File: src/rtl/picoregs_ctrl.sv
// Sequencer for the 32x32 dual-port BRAM register file: zero-fill after reset,
// write-over-read arbitration, and x0 hard-wired to zero on both read operands.
module picoregs_ctrl #(
  parameter int ADDR_W         = 5,
  parameter int DATA_W         = 32,
  parameter int CLEAR_ON_RESET = 1
) (
  input  logic              clk,
  input  logic              resetn,
  input  logic              rd_req,
  input  logic [ADDR_W-1:0] rd_rs1,
  input  logic [ADDR_W-1:0] rd_rs2,
  output logic              rd_ack,
  output logic [DATA_W-1:0] rd_data1,
  output logic [DATA_W-1:0] rd_data2,
  input  logic              wr_req,
  input  logic [ADDR_W-1:0] wr_addr,
  input  logic [DATA_W-1:0] wr_data,
  output logic              wr_ack,
  output logic              busy,
  output logic              ram_cea,
  output logic              ram_ceb,
  output logic              ram_ocea,
  output logic              ram_oceb,
  output logic              ram_wrea,
  output logic              ram_wreb,
  output logic              ram_reseta,
  output logic              ram_resetb,
  output logic [ADDR_W-1:0] ram_ada,
  output logic [ADDR_W-1:0] ram_adb,
  output logic [DATA_W-1:0] ram_dina,
  output logic [DATA_W-1:0] ram_dinb,
  input  logic [DATA_W-1:0] ram_douta,
  input  logic [DATA_W-1:0] ram_doutb
);

  localparam int CNT_W = ADDR_W - 1;

  typedef enum logic [1:0] {S_INIT, S_IDLE, S_RWAIT, S_WACK} state_t;

  localparam state_t RST_STATE = (CLEAR_ON_RESET != 0) ? S_INIT : S_IDLE;
  localparam logic   RST_BUSY  = (CLEAR_ON_RESET != 0);

  state_t              state_q, state_d;
  logic [CNT_W-1:0]    cnt_q, cnt_d;
  logic                busy_q, busy_d;
  logic                rd_ack_q, rd_ack_d;
  logic                wr_ack_q, wr_ack_d;
  logic [ADDR_W-1:0]   rs1_q, rs1_d;
  logic [ADDR_W-1:0]   rs2_q, rs2_d;

  always_comb begin
    state_d  = state_q;
    cnt_d    = cnt_q;
    busy_d   = busy_q;
    rd_ack_d = 1'b0;
    wr_ack_d = 1'b0;
    rs1_d    = rs1_q;
    rs2_d    = rs2_q;
    ram_cea  = 1'b0;
    ram_ceb  = 1'b0;
    ram_wrea = 1'b0;
    ram_wreb = 1'b0;
    ram_ada  = '0;
    ram_adb  = '0;
    ram_dina = '0;
    ram_dinb = '0;
    case (state_q)
      S_INIT: begin
        // Two registers per cycle: even index on port A, odd on port B.
        ram_cea  = 1'b1;
        ram_ceb  = 1'b1;
        ram_wrea = 1'b1;
        ram_wreb = 1'b1;
        ram_ada  = {cnt_q, 1'b0};
        ram_adb  = {cnt_q, 1'b1};
        cnt_d    = cnt_q + 1'b1;
        if (&cnt_q) begin
          state_d = S_IDLE;
          busy_d  = 1'b0;
        end
      end
      S_IDLE: begin
        if (wr_req) begin
          if (wr_addr != '0) begin
            ram_cea  = 1'b1;
            ram_wrea = 1'b1;
            ram_ada  = wr_addr;
            ram_dina = wr_data;
          end
          state_d  = S_WACK;
          wr_ack_d = 1'b1;
        end else if (rd_req) begin
          ram_cea  = 1'b1;
          ram_ceb  = 1'b1;
          ram_ada  = rd_rs1;
          ram_adb  = rd_rs2;
          rs1_d    = rd_rs1;
          rs2_d    = rd_rs2;
          state_d  = S_RWAIT;
          rd_ack_d = 1'b1;
        end
      end
      default: state_d = S_IDLE;
    endcase
    // Keep the RAM quiet while reset is held, even though the state sits in INIT.
    if (!resetn) begin
      ram_cea  = 1'b0;
      ram_ceb  = 1'b0;
      ram_wrea = 1'b0;
      ram_wreb = 1'b0;
      ram_ada  = '0;
      ram_adb  = '0;
      ram_dina = '0;
      ram_dinb = '0;
    end
  end

  always_ff @(posedge clk or negedge resetn) begin
    if (!resetn) begin
      state_q  <= RST_STATE;
      cnt_q    <= '0;
      busy_q   <= RST_BUSY;
      rd_ack_q <= 1'b0;
      wr_ack_q <= 1'b0;
      rs1_q    <= '0;
      rs2_q    <= '0;
    end else begin
      state_q  <= state_d;
      cnt_q    <= cnt_d;
      busy_q   <= busy_d;
      rd_ack_q <= rd_ack_d;
      wr_ack_q <= wr_ack_d;
      rs1_q    <= rs1_d;
      rs2_q    <= rs2_d;
    end
  end

  assign busy       = busy_q;
  assign rd_ack     = rd_ack_q;
  assign wr_ack     = wr_ack_q;
  assign ram_ocea   = 1'b1;
  assign ram_oceb   = 1'b1;
  assign ram_reseta = 1'b0;
  assign ram_resetb = 1'b0;

  // x0 reads as zero regardless of RAM contents; outputs masked outside the ack cycle.
  assign rd_data1 = (rd_ack_q && rs1_q != '0) ? ram_douta : '0;
  assign rd_data2 = (rd_ack_q && rs2_q != '0) ? ram_doutb : '0;

endmodule

File: config.mk
export PLATFORM = sky130hd
export DESIGN_NAME = picoregs_ctrl
export DESIGN_NICKNAME = d
export VERILOG_FILES = /design/src/rtl/picoregs_ctrl.sv
export SDC_FILE = /design/constraint.sdc
export NUM_CORES = 1
export LEC_CHECK = 0
export BUFFER_PORTS_ARGS = -buffer_cell sky130_fd_sc_hd__buf_2
export CAP_MARGIN = 20
export CORE_AREA = 4 4 100 102
export CTS_CLUSTER_DIAMETER = 120
export CTS_CLUSTER_SIZE = 16
export DETAILED_ROUTE_END_ITERATION = 8
export DIE_AREA = 0 0 104 106
export SLEW_MARGIN = 20
export SYNTH_ARGS = -nofsm -noshare
export SYNTH_HDL_FRONTEND = slang
export SYNTH_SLANG_ARGS = --single-unit
File: constraint.sdc
create_clock -name clk -period 1.39 [get_ports clk]
set_input_delay 0.139 -clock clk [delete_from_list [all_inputs] [get_ports clk]]
set_output_delay 0.139 -clock clk [all_outputs]
set_load 0.02 [all_outputs]
# After elaboration in Yosys (flattened, before gate mapping)
# Index checks and enable logic that the tools add are counted.
# op_classes
addsub,1
multipliers,0
n_div,0
n_lt_le_gt_ge,0
n_eq_ne,3
n_shift,0
muxes,35
bitwise_logic,1
n_reduce_logical,10
# op_table
operator,count
2-to-1 mux 32 bit,6
2-to-1 mux 5 bit,7
one-hot mux 5 bit (2 select lines),2
nonzero test 5 bit,3
2-to-1 mux 1 bit,13
2-to-1 mux 2 bit,3
one-hot mux 1 bit (2 select lines),3
AND reduction 5 bit,1
adder 4 x 1 -> 4 bit (second input constant),1
one-hot mux 2 bit (2 select lines),1
AND reduction 4 bit,1
!= test 3 bit (second input constant),1
AND reduction 3 bit,1
equality test 2 x 1 -> 1 bit (second input constant),1
logical AND 1 bit,2
zero test 2 bit,1
!= test 2 bit (second input constant),1
AND reduction 2 bit,1
NOT 1 bit,1
# totals
ff_bits,19
latchBits,0
ramBits,0
romBits,0
output_inout_bits,149
memories,0

# Longest topological paths before layout
# Gate-level depths: netlist (run 1).
# depth
depth_word,5
ltp_mapped,6
ltp_nobuf,4

# Worst setup path before layout (run 1)
# Ideal clock, no wire load.
# synth_timing
path_kind,flip-flop to output port
from,register rs2_q[1]
to,output port rd_data2[24]
arrival_ns,1.441
slack_ns,-0.190
stages_incl_launch_ff,5
path_buffers,1
path_cell_list,dfrtp_1 -> or4_4 -> o21a_4 -> buf_6 -> and2_1
# synth_between
elab_chain_len,3
# synth_lines
element,line_no,rtl
"start, declared",50,"logic [ADDR_W-1:0] rs2_q, rs2_d;"
"start signal, assigned",135,rs2_q <= rs2_d;
nonzero test 5 bit,149,assign rd_data2 = (rd_ack_q && rs2_q != '0) ? ram_doutb : '0;
logical AND 1 bit,149,
2-to-1 mux 32 bit,149,
"end, declared",15,"output logic [DATA_W-1:0] rd_data2,"
# No other way between the ends.

# Worst setup path in the final report (run 1)
# layout_timing
from,register rs1_q[1]
to,output port rd_data1[8]
# layout_between
elab_chain_len,3
# layout_lines
element,line_no,rtl
"start, declared",49,"logic [ADDR_W-1:0] rs1_q, rs1_d;"
"start signal, assigned",134,rs1_q <= rs1_d;
nonzero test 5 bit,148,assign rd_data1 = (rd_ack_q && rs1_q != '0) ? ram_douta : '0;
logical AND 1 bit,148,
2-to-1 mux 32 bit,148,
"end, declared",14,"output logic [DATA_W-1:0] rd_data1,"
# No other way between the ends.

==> flow_metrics.tcl, run 1 <==
set metrics [dict create \
    run_status "finished with violations" \
    violated_checks "negative setup slack" \
    globalplace.congestion 0.790 \
    maximum_number_of_pins_on_one_net_before_global_route_repair 20 \
    number_of_instances_in_the_synthesized_netlist 254 \
    criticalPathCategory "reg -> out" \
    numPortBuffers 227 \
    static-leakage-power_nw 2.47 \
    layout.area.seq_um2 479 \
    cap_violations 0 \
    via_count_of_the_first_global_routing_pass 2866 \
    num-fill-cells 796 \
    drt_first_iter_violations 86 \
    endpoint_kind "primary output" \
    synth-seq-cells 19 \
    grt_util_all_layers 0.166 \
    wl_um 10000 \
    globalRoute.totalOverflow 0 \
    achievable_freq_mhz 511 \
    synth-async-reset-ratio 1.00 \
    timing_max_transition_violations_final 0 \
    via_count 2653 \
    cts_root_buffer "clkbuf_8" \
    finalHoldWorstSlack_ns 0.0981 \
    clk_latency_ns 0.26 \
    period_share 1.41 \
    cts.clk_slew.worst_paths_ns 0.08 \
    floorplan.die.width_um 104 \
    drt.antenna.violating_nets 0 \
    power_density_mw_per_mm2 1240 \
    numClockSinks 19 \
    multi_input_gate_area_in_the_final_layout_mm2 0.00184 \
    synthToLayoutAreaGrowth_pct 130 \
    synth_area_leaders "dfrtp_1, and2_4, and2_1, buf_4, nand2_1" \
    ctsLongestPathBuffers 2 \
    finish.instance_area_mm2 0.00473 \
    die_h_um 106 \
    yosysWarningCount 0 \
    num_io_pins 264 \
    start_kind "flip-flop" \
    remaining_drc_errors 0 \
    synth_seq_area_share 0.232 \
    fin_skew_ns 0.0118 \
    final_critical_path_setup_slack_ns -0.565 \
    placed_area_mm2 0.00340 \
    floorplan.initialDensity 0.226 \
    timing.hold.worst.class "in -> reg" \
    antennaDiodeCount 0 \
    final_critical_delay_including_setup_and_external_delays_ns 1.96 \
    vias_per_cell 4.27 \
    hold_viol 0 \
    core-area_mm2 0.00911 \
    unrepaired_setup_endpoints_after_global_routing "true" \
    required_ns 1.25 \
    synth_cell_types 34 \
    syn-cell-area_mm2 0.00206 \
    ir_drop_v 0.000897 \
    synthDominantCellAreaShare 0.219 \
    post-dp-hpwl_um 6630 \
    number_of_flops_mapped_to_enable_cells_by_yosys 0 \
    final_nets 628 \
    final_layout_size_suffix_gt1_frac 0.820 \
    netlist_top_cells_count "and2_4, and2_1, nand2_1" \
    crit_path_max_fanout 8 \
    antenna_found_initial 0 \
    cts_made_buffers 3 \
    synth_top_flop_cell "dfrtp_1" \
    htreeDepth 1 \
    die_area_mm2 0.0110 \
    most_used_standard_cell_by_instance_count_after_synthesis "and2_4" \
    avg_cell_area_syn_um2 8.10 \
    num_rows 35 \
    tritoncts "yes" \
    grt_first_pass_wirelength_um 15100 \
    setup_viol 110 \
    post_drt_wl_per_cell_um 16.1 \
    critical_path_arrival_ns 1.82 \
    detail_route.first_pass.iterations 4 \
    synth_largest_area_cell "dfrtp_1" \
]
-- critical path: stages, from the launching register on --
cell     delay, ns
dfrtp_1       0.39
or4_4         0.60
o21a_4        0.28
and2_4        0.16
buf_6         0.12
-- worst paths after layout --
path                            start          end  slack (ns)  depth (start not counted)
setup reg to reg           state_q[0]     cnt_q[1]        0.01                          4
setup / recovery             rs1_q[1]  rd_data1[8]       -0.57                          4
hold reg to reg                  busy         busy        0.47                          1
max in group asynchronous      resetn         busy        0.67                          3
min in group asynchronous      resetn     cnt_q[0]        0.45                          3
hold / removal              rd_rs1[0]     rs1_q[0]         0.1                          3
-- what timing repair did --
action                                 CTS  global route
setup endpoints to repair              111           113
hold buffers                             1             0
gates resized for setup                306            29
buffers inserted                        14             8
endpoints found under the hold margin   18             0
gates cloned                            10             0
pin swaps                               92            22
-- flip-flops by register name, summed over array words and instances (netlist names) --
name and count:
rd_ack 1, rs1_q 5, state_q 2, rs2_q 5, busy 1, wr_ack 1
cnt_q 4
-- routing by layer --
layer	track usage	vias to the layer above	part of all wire
met5	0	-	0
met4	0.0237	0	0.010
met3	0.0419	10	0.075
met2	0.314	142	0.54
met1	0.191	1252	0.37
li1	-	1249	-
-- cell families (layout without fill, tap and decap cells) --
family / after synthesis / after routing / synth area share
simple gates: 153 / 153 / 0.479
other cells: 2 / 36 / 0.00365
fa+ha+maj: 1 / 1 / 0.00608
buf+inv: 52 / 269 / 0.184
mux: 1 / 1 / 0.00547
compound gates: 23 / 29 / 0.0772
xor+xnor: 3 / 3 / 0.0128
flops: 19 / 19 / 0.232
-- through the flow --
step / utilization / power [mW] / worst slack (ns) / setup TNS [ns] / std cells
floorplan: - / 3.03 / -0.150 / -8.73 / 288
global placement: 0.373 / 3.77 / -0.318 / -21.51 / 593
detailed placement: 0.373 / 3.82 / -0.369 / -23.61 / 593
CTS: 0.513 / 5.63 / -0.591 / -50.01 / 621
global route: 0.519 / 6.19 / -0.603 / -54.05 / 622
finish: 0.519 / 5.86 / -0.565 / -48.86 / 622
-- layout make-up --
type,count,area share
repair buffers,264,0.469
multi-input cells,223,0.390
flip-flops and latches,19,0.101
well taps,111,0.0294
clock buffers,3,0.00873
inverters,1,0.00132
clock inverters,1,0.00106
-- cells in the final DEF (no fill, tap or decap), drive strengths merged --
master       netlist  routed
or4                2       2
nand2b             2       2
a21bo              1       1
o21a               3       9
clkbuf             5       3
and2              96      96
buf               46     263
nand2             38      38
xor2               1       1
ha                 1       1
inv                1       1
nor3               1       1
nand3b             1       1
nand4bb            1       1
a31oi              5       5
nor2b              4       4
nand4              1       1
conb               2      36
dlygate4sd3        0       1
mux2               1       1
a21oi             12      12
xnor2              2       2
nor2               6       6
nand3              1       1
clkinv             0       1
dfstp              1       1
dfrtp             18      18
a211oi             2       2
-- power by group --
part	switching [mW]	internal, mW	total, mW
Clock	0.198	0.200	0.398
Combinational	2.08	2.26	4.34
Sequential	0.313	0.808	1.12
Note: power is estimated with default switching activity, not from simulation.
==> run 2: changes to the inputs <==
--- a/config.mk
+++ b/config.mk
@@ -8,3 +8,2 @@
 export BUFFER_PORTS_ARGS = -buffer_cell sky130_fd_sc_hd__buf_2
-export CAP_MARGIN = 20
 export CORE_AREA = 4 4 100 102
==> constraint.sdc (replaced) <==
create_clock -name clk -period 1.39 [get_ports clk]
set_input_delay 0.278 -clock clk [delete_from_list [all_inputs] [get_ports clk]]
set_output_delay 0.278 -clock clk [all_outputs]
set_load 0.02 [all_outputs]
==> run 2 against run 1 <==
The run still ends with negative setup slack left. Total power is 12% higher. Sequential share of layout area down 0.66 points. Fmax fell by 6.0%.
==> flow_metrics.tcl, run 2 (synthesis results as in run 1) <==
set metrics [dict create \
    run_status "finished with violations" \
    violated_checks "negative setup slack" \
    drt_first_iter_violations 83 \
    fin_skew_ns 0.00447 \
    globalRoute.totalOverflow 0 \
    grt-busiest-layer "met2" \
    ctsLongestPathBuffers 2 \
    grt_first_pass_wirelength_um 15700 \
    critical_path_arrival_ns 1.80 \
    required_ns 1.11 \
    static-leakage-power_nw 2.59 \
    globalplace.congestion 0.788 \
    drt.antenna.violating_nets 0 \
    finish.instance_area_mm2 0.00505 \
    grtUsageMet2 0.341 \
    maximum_number_of_pins_on_one_net_before_global_route_repair 20 \
    sw_ratio 0.428 \
    cts_made_buffers 3 \
    period_share 1.50 \
    biggestRegsByFlops "rs1_q: 5 flops, rs2_q: 5 flops, cnt_q: 4 flops" \
    ir_drop_v 0.00115 \
    clk_latency_ns 0.26 \
    core-area_mm2 0.00911 \
    tritoncts "yes" \
    cts_root_buffer "clkbuf_8" \
    p_seq_frac 0.158 \
    endpoint_kind "primary output" \
    met3_usage 0.0279 \
    via_count 2685 \
    worst_r2r_startpoint "state_q[0]" \
    setup_viol 117 \
    achievable_freq_mhz 481 \
    grtUsageMet1 0.192 \
    antennaDiodeCount 0 \
    timing.hold.worst.class "in -> async" \
    cap_violations 0 \
    cts.clk_slew.worst_paths_ns 0.08 \
    die_h_um 106 \
    vias_per_cell 4.18 \
    internal_power_mw 3.77 \
    floorplan.initialDensity 0.226 \
    critical_path.startpoint "rs2_q[1]" \
    synthToLayoutAreaGrowth_pct 145 \
    die_area_mm2 0.0110 \
    hold_viol 0 \
    grt_util_all_layers 0.174 \
    remaining_drc_errors 0 \
    num_rows 35 \
    numClockSinks 19 \
    reg2reg_to "cnt_q[1]" \
    final_critical_path_setup_slack_ns -0.689 \
    final_layout_size_suffix_gt1_frac 0.834 \
    placed_area_mm2 0.00364 \
    wl_um 10700 \
    layout.cells.most_common_list "buf_6, buf_2, and2_4" \
    combinationalPowerShare 0.782 \
    final_nets 648 \
    unrepaired_setup_endpoints_after_global_routing "true" \
    power_density_mw_per_mm2 1310 \
    worstRegToRegCells 6 \
    antenna_found_initial 0 \
    timing_max_transition_violations_final 0 \
    finalHoldWorstSlack_ns 0.0177 \
    floorplan.die.width_um 104 \
    final_core_utilization 0.554 \
    numPortBuffers 227 \
    num_io_pins 264 \
    tot_pwr_mw 6.59 \
    via_count_of_the_first_global_routing_pass 2934 \
    start_kind "flip-flop" \
    setup_tns_ns -65.76 \
    final_critical_delay_including_setup_and_external_delays_ns 2.08 \
    final_common_cell "buf_6" \
    post_drt_wl_per_cell_um 16.6 \
    crit_path_max_fanout 8 \
    net-switching-power_mw 2.82 \
    detail_route.first_pass.iterations 4 \
    post-dp-hpwl_um 6930 \
    power.clock.fraction 0.060 \
    htreeDepth 1 \
    criticalPathCategory "reg -> out" \
    reg2reg_setup_slack_ns -0.15 \
]
run 2: cell count changes in the layout (fill, tap and decap cells not counted), moves of 2 or more:
cell     previous run  this run
a31oi_2             4         0
nand2_4             8         4
buf_6             117       129
a31oi_4             1         3
nand2_8             1         5
nor2b_2             3         0
nand2_2             5        11
buf_16              1         4
buf_8               2         0
nor2b_1             0         2
a31oi_1             0         2
buf_4              22        29
nand2_1            24        18
run 2: critical path, cell delays in order (launching register included):
cell and delay, ns:
dfrtp_1 0.38, or4_4 0.60, o21a_2 0.29, and2_4 0.15, buf_6 0.12
run 2: final cells by class:
| cell class | count | area, um2 |
|---|---|---|
| fill | 771 | 4060 |
| timing repair buffer | 284 | 2470 |
| multi-input combinational | 223 | 1910 |
| sequential | 19 | 478 |
| tap | 111 | 139 |
| clock buffer | 3 | 41.3 |
| inverter | 1 | 6.26 |
| clock inverter | 1 | 5.00 |
run 2: timing repair:
item / 4_1_cts / 5_1_grt
endpoints found under the setup margin: 111 / 120
resized for setup: 282 / 27
hold buffers: 0 / 0
buffers inserted: 16 / 18
gates cloned: 9 / 1
pin swaps: 68 / 22
run 2: metal layers:
layer  share of wire  vias to the layer above
met2            0.57                      118
met4           0.022                        0
met5               0                        -
met3           0.051                       16
met1            0.36                     1266
li1                -                     1285
run 2: how the worst max path moves through the flow:
stage / end / depth (start not counted)
finish: rd_data2[4] / 4
detailed placement: rd_data2[0] / 4
floorplan: rd_data1[10] / 4
CTS: rd_data2[8] / 4
global placement: rd_data2[31] / 4
global route: rd_data2[8] / 4
run 2: metrics by stage:
stage | instances | setup slack (ns)
finish | 642 | -0.689
global route | 642 | -0.732
CTS | 633 | -0.734
detailed placement | 606 | -0.492
global placement | 606 | -0.462
floorplan | 288 | -0.289
run 2: power groups by stage:
stage / logic (mW) / clock network, mW / registers (mW)
after CTS: 4.76 / 0.397 / 1.04
after global placement: 3.14 / 0 / 0.982
after floorplan: 2.28 / 0 / 0.982
after global routing: 5.43 / 0.416 / 1.08
final: 5.15 / 0.394 / 1.04
after detailed placement: 3.18 / 0 / 0.982
==> run 3: changes to the inputs <==
Settings changed: MAX_ROUTING_LAYER set to met4.
==> run 3 against run 2 <==
Total power fell by 0.12%. Sequential share of layout area unchanged. The flow still finishes with violations (negative setup slack). Utilization stayed put. Highest routed layer unchanged.
==> flow_metrics.tcl, run 3 (synthesis results as in run 1) <==
set metrics [dict create \
    ctsLongestPathBuffers 2 \
    cts_made_buffers 3 \
    hold_viol 0 \
    cpMaxStageDelayCell "or4_4" \
    timing_max_transition_violations_final 0 \
    drt.antenna.violating_nets 0 \
    start_kind "flip-flop" \
    antennaDiodeCount 0 \
    static-leakage-power_nw 2.59 \
    timing.hold.worst.class "in -> async" \
    worst_path_largest_cell_delay_ns 0.59 \
    wl_um 10700 \
    timing.critical_path.cells "or4_4 -> o21a_2 -> and2_4 -> buf_6" \
    numPortBuffers 227 \
    drt_first_iter_violations 94 \
    period_share 1.49 \
    placed_area_mm2 0.00364 \
    detail_route.first_pass.iterations 4 \
    final_critical_path_setup_slack_ns -0.684 \
    final_nets 648 \
    pre_cts_slack_ns -0.492 \
    critical_path.startpoint "rs2_q[1]" \
    num-fill-cells 771 \
    htreeDepth 1 \
    critical_path_arrival_ns 1.80 \
    via_count_of_the_first_global_routing_pass 2937 \
    cts.clk_slew.worst_paths_ns 0.07 \
    unrepaired_setup_endpoints_after_global_routing "true" \
    die_h_um 106 \
    num_rows 35 \
    post_drt_wl_per_cell_um 16.6 \
    globalplace.congestion 0.799 \
    remaining_drc_errors 0 \
    floorplan.die.width_um 104 \
    multi_input_gate_area_in_the_final_layout_mm2 0.00191 \
    layout.area.seq_um2 478 \
    die_area_mm2 0.0110 \
    post-dp-hpwl_um 6930 \
    final_layout_size_suffix_gt1_frac 0.834 \
    final_critical_delay_including_setup_and_external_delays_ns 2.07 \
    setup_viol 117 \
    required_ns 1.11 \
    floorplan.initialDensity 0.226 \
    synthToLayoutAreaGrowth_pct 145 \
    endpoint_kind "primary output" \
    power_density_mw_per_mm2 1300 \
    criticalPathCategory "reg -> out" \
    violated_checks "negative setup slack" \
    final_common_cell "buf_6" \
    vias_per_cell 4.19 \
    maximum_number_of_pins_on_one_net_before_global_route_repair 20 \
    numClockSinks 19 \
    biggestRegsByFlops "rs1_q: 5 flops, rs2_q: 5 flops, cnt_q: 4 flops" \
    run_status "finished with violations" \
    achievable_freq_mhz 482 \
    core-area_mm2 0.00911 \
    layout.cells.most_common_list "buf_6, buf_2, and2_4" \
    cap_violations 0 \
    clk_latency_ns 0.25 \
    antenna_found_initial 0 \
    globalRoute.totalOverflow 0 \
    cts_root_buffer "clkbuf_8" \
    ir_drop_v 0.00114 \
    tritoncts "yes" \
    worst_r2r_startpoint "state_q[0]" \
    num_io_pins 264 \
    fin_skew_ns 0.00132 \
    crit_path_max_fanout 8 \
    finalHoldWorstSlack_ns 0.0213 \
    ctsHoldBuffers 0 \
    via_count 2688 \
    grt_util_all_layers 0.179 \
    setup_tns_ns -65.17 \
    finish.instance_area_mm2 0.00505 \
    grt_first_pass_wirelength_um 15700 \
]
run 3: cell counts in the layout (fill, tap and decap cells not counted):
Identical to the previous run, type by type.
run 3: cell type report:
class                           instances  share of cell area
Inverter                                1             0.00124
Timing Repair Buffer                  284               0.489
Clock buffer                            3             0.00818
Multi-Input combinational cell        223               0.379
Tap cell                              111              0.0275
Sequential cell                        19              0.0947
Clock inverter                          1            0.000992
run 3: power by group:
| part | total, mW | leakage [nW] | internal [mW] | switching (mW) |
|---|---|---|---|---|
| combinational | 5.15 | 2.34 | 2.76 | 2.39 |
| sequential | 1.04 | 0.230 | 0.807 | 0.237 |
| clock | 0.388 | 0.0255 | 0.199 | 0.188 |
run 3: metal layers:
layer	GRT usage	vias to the layer above	part of all wire
met5	-	-	0
met4	0.0522	0	0.022
met2	0.340	122	0.57
met1	0.196	1265	0.36
li1	-	1285	-
met3	0.0219	16	0.049
run 3: metrics by stage:
step	utilization	cells	total power, mW
3_5_place_dp	0.400	606	4.16
4_1_cts	0.538	633	6.20
3_3_place_gp	0.400	606	4.13
2_1_floorplan	-	288	3.26
5_1_grt	0.554	642	6.93
6_report	0.554	642	6.58
run 3: what timing repair did:
item / 4_1_cts / 5_1_grt
hold endpoints to repair: 0 / 0
cloned: 9 / 1
pin swaps: 68 / 22
gates resized for setup: 282 / 27
setup endpoints to repair: 111 / 120
buffers inserted: 16 / 18
run 3: worst max-delay path: cells and delay by family, from the launching register on:
family	cells	cell delay, ns
simple gates	2	0.75
flops	1	0.38
compound gates	1	0.28
buf+inv	1	0.12
run 3: worst paths after layout:
| path | endpoint | slack, ns | cells past startpoint |
|---|---|---|---|
| max | rd_data2[4] | -0.68 | 4 |
| min | state_q[1] | 0.02 | 2 |
| max reg2reg | cnt_q[1] | -0.15 | 6 |
| min reg2reg | busy | 0.46 | 1 |
| max in group asynchronous | busy | 1.10 | 2 |
| min in group clk | rs1_q[0] | 0.26 | 3 |
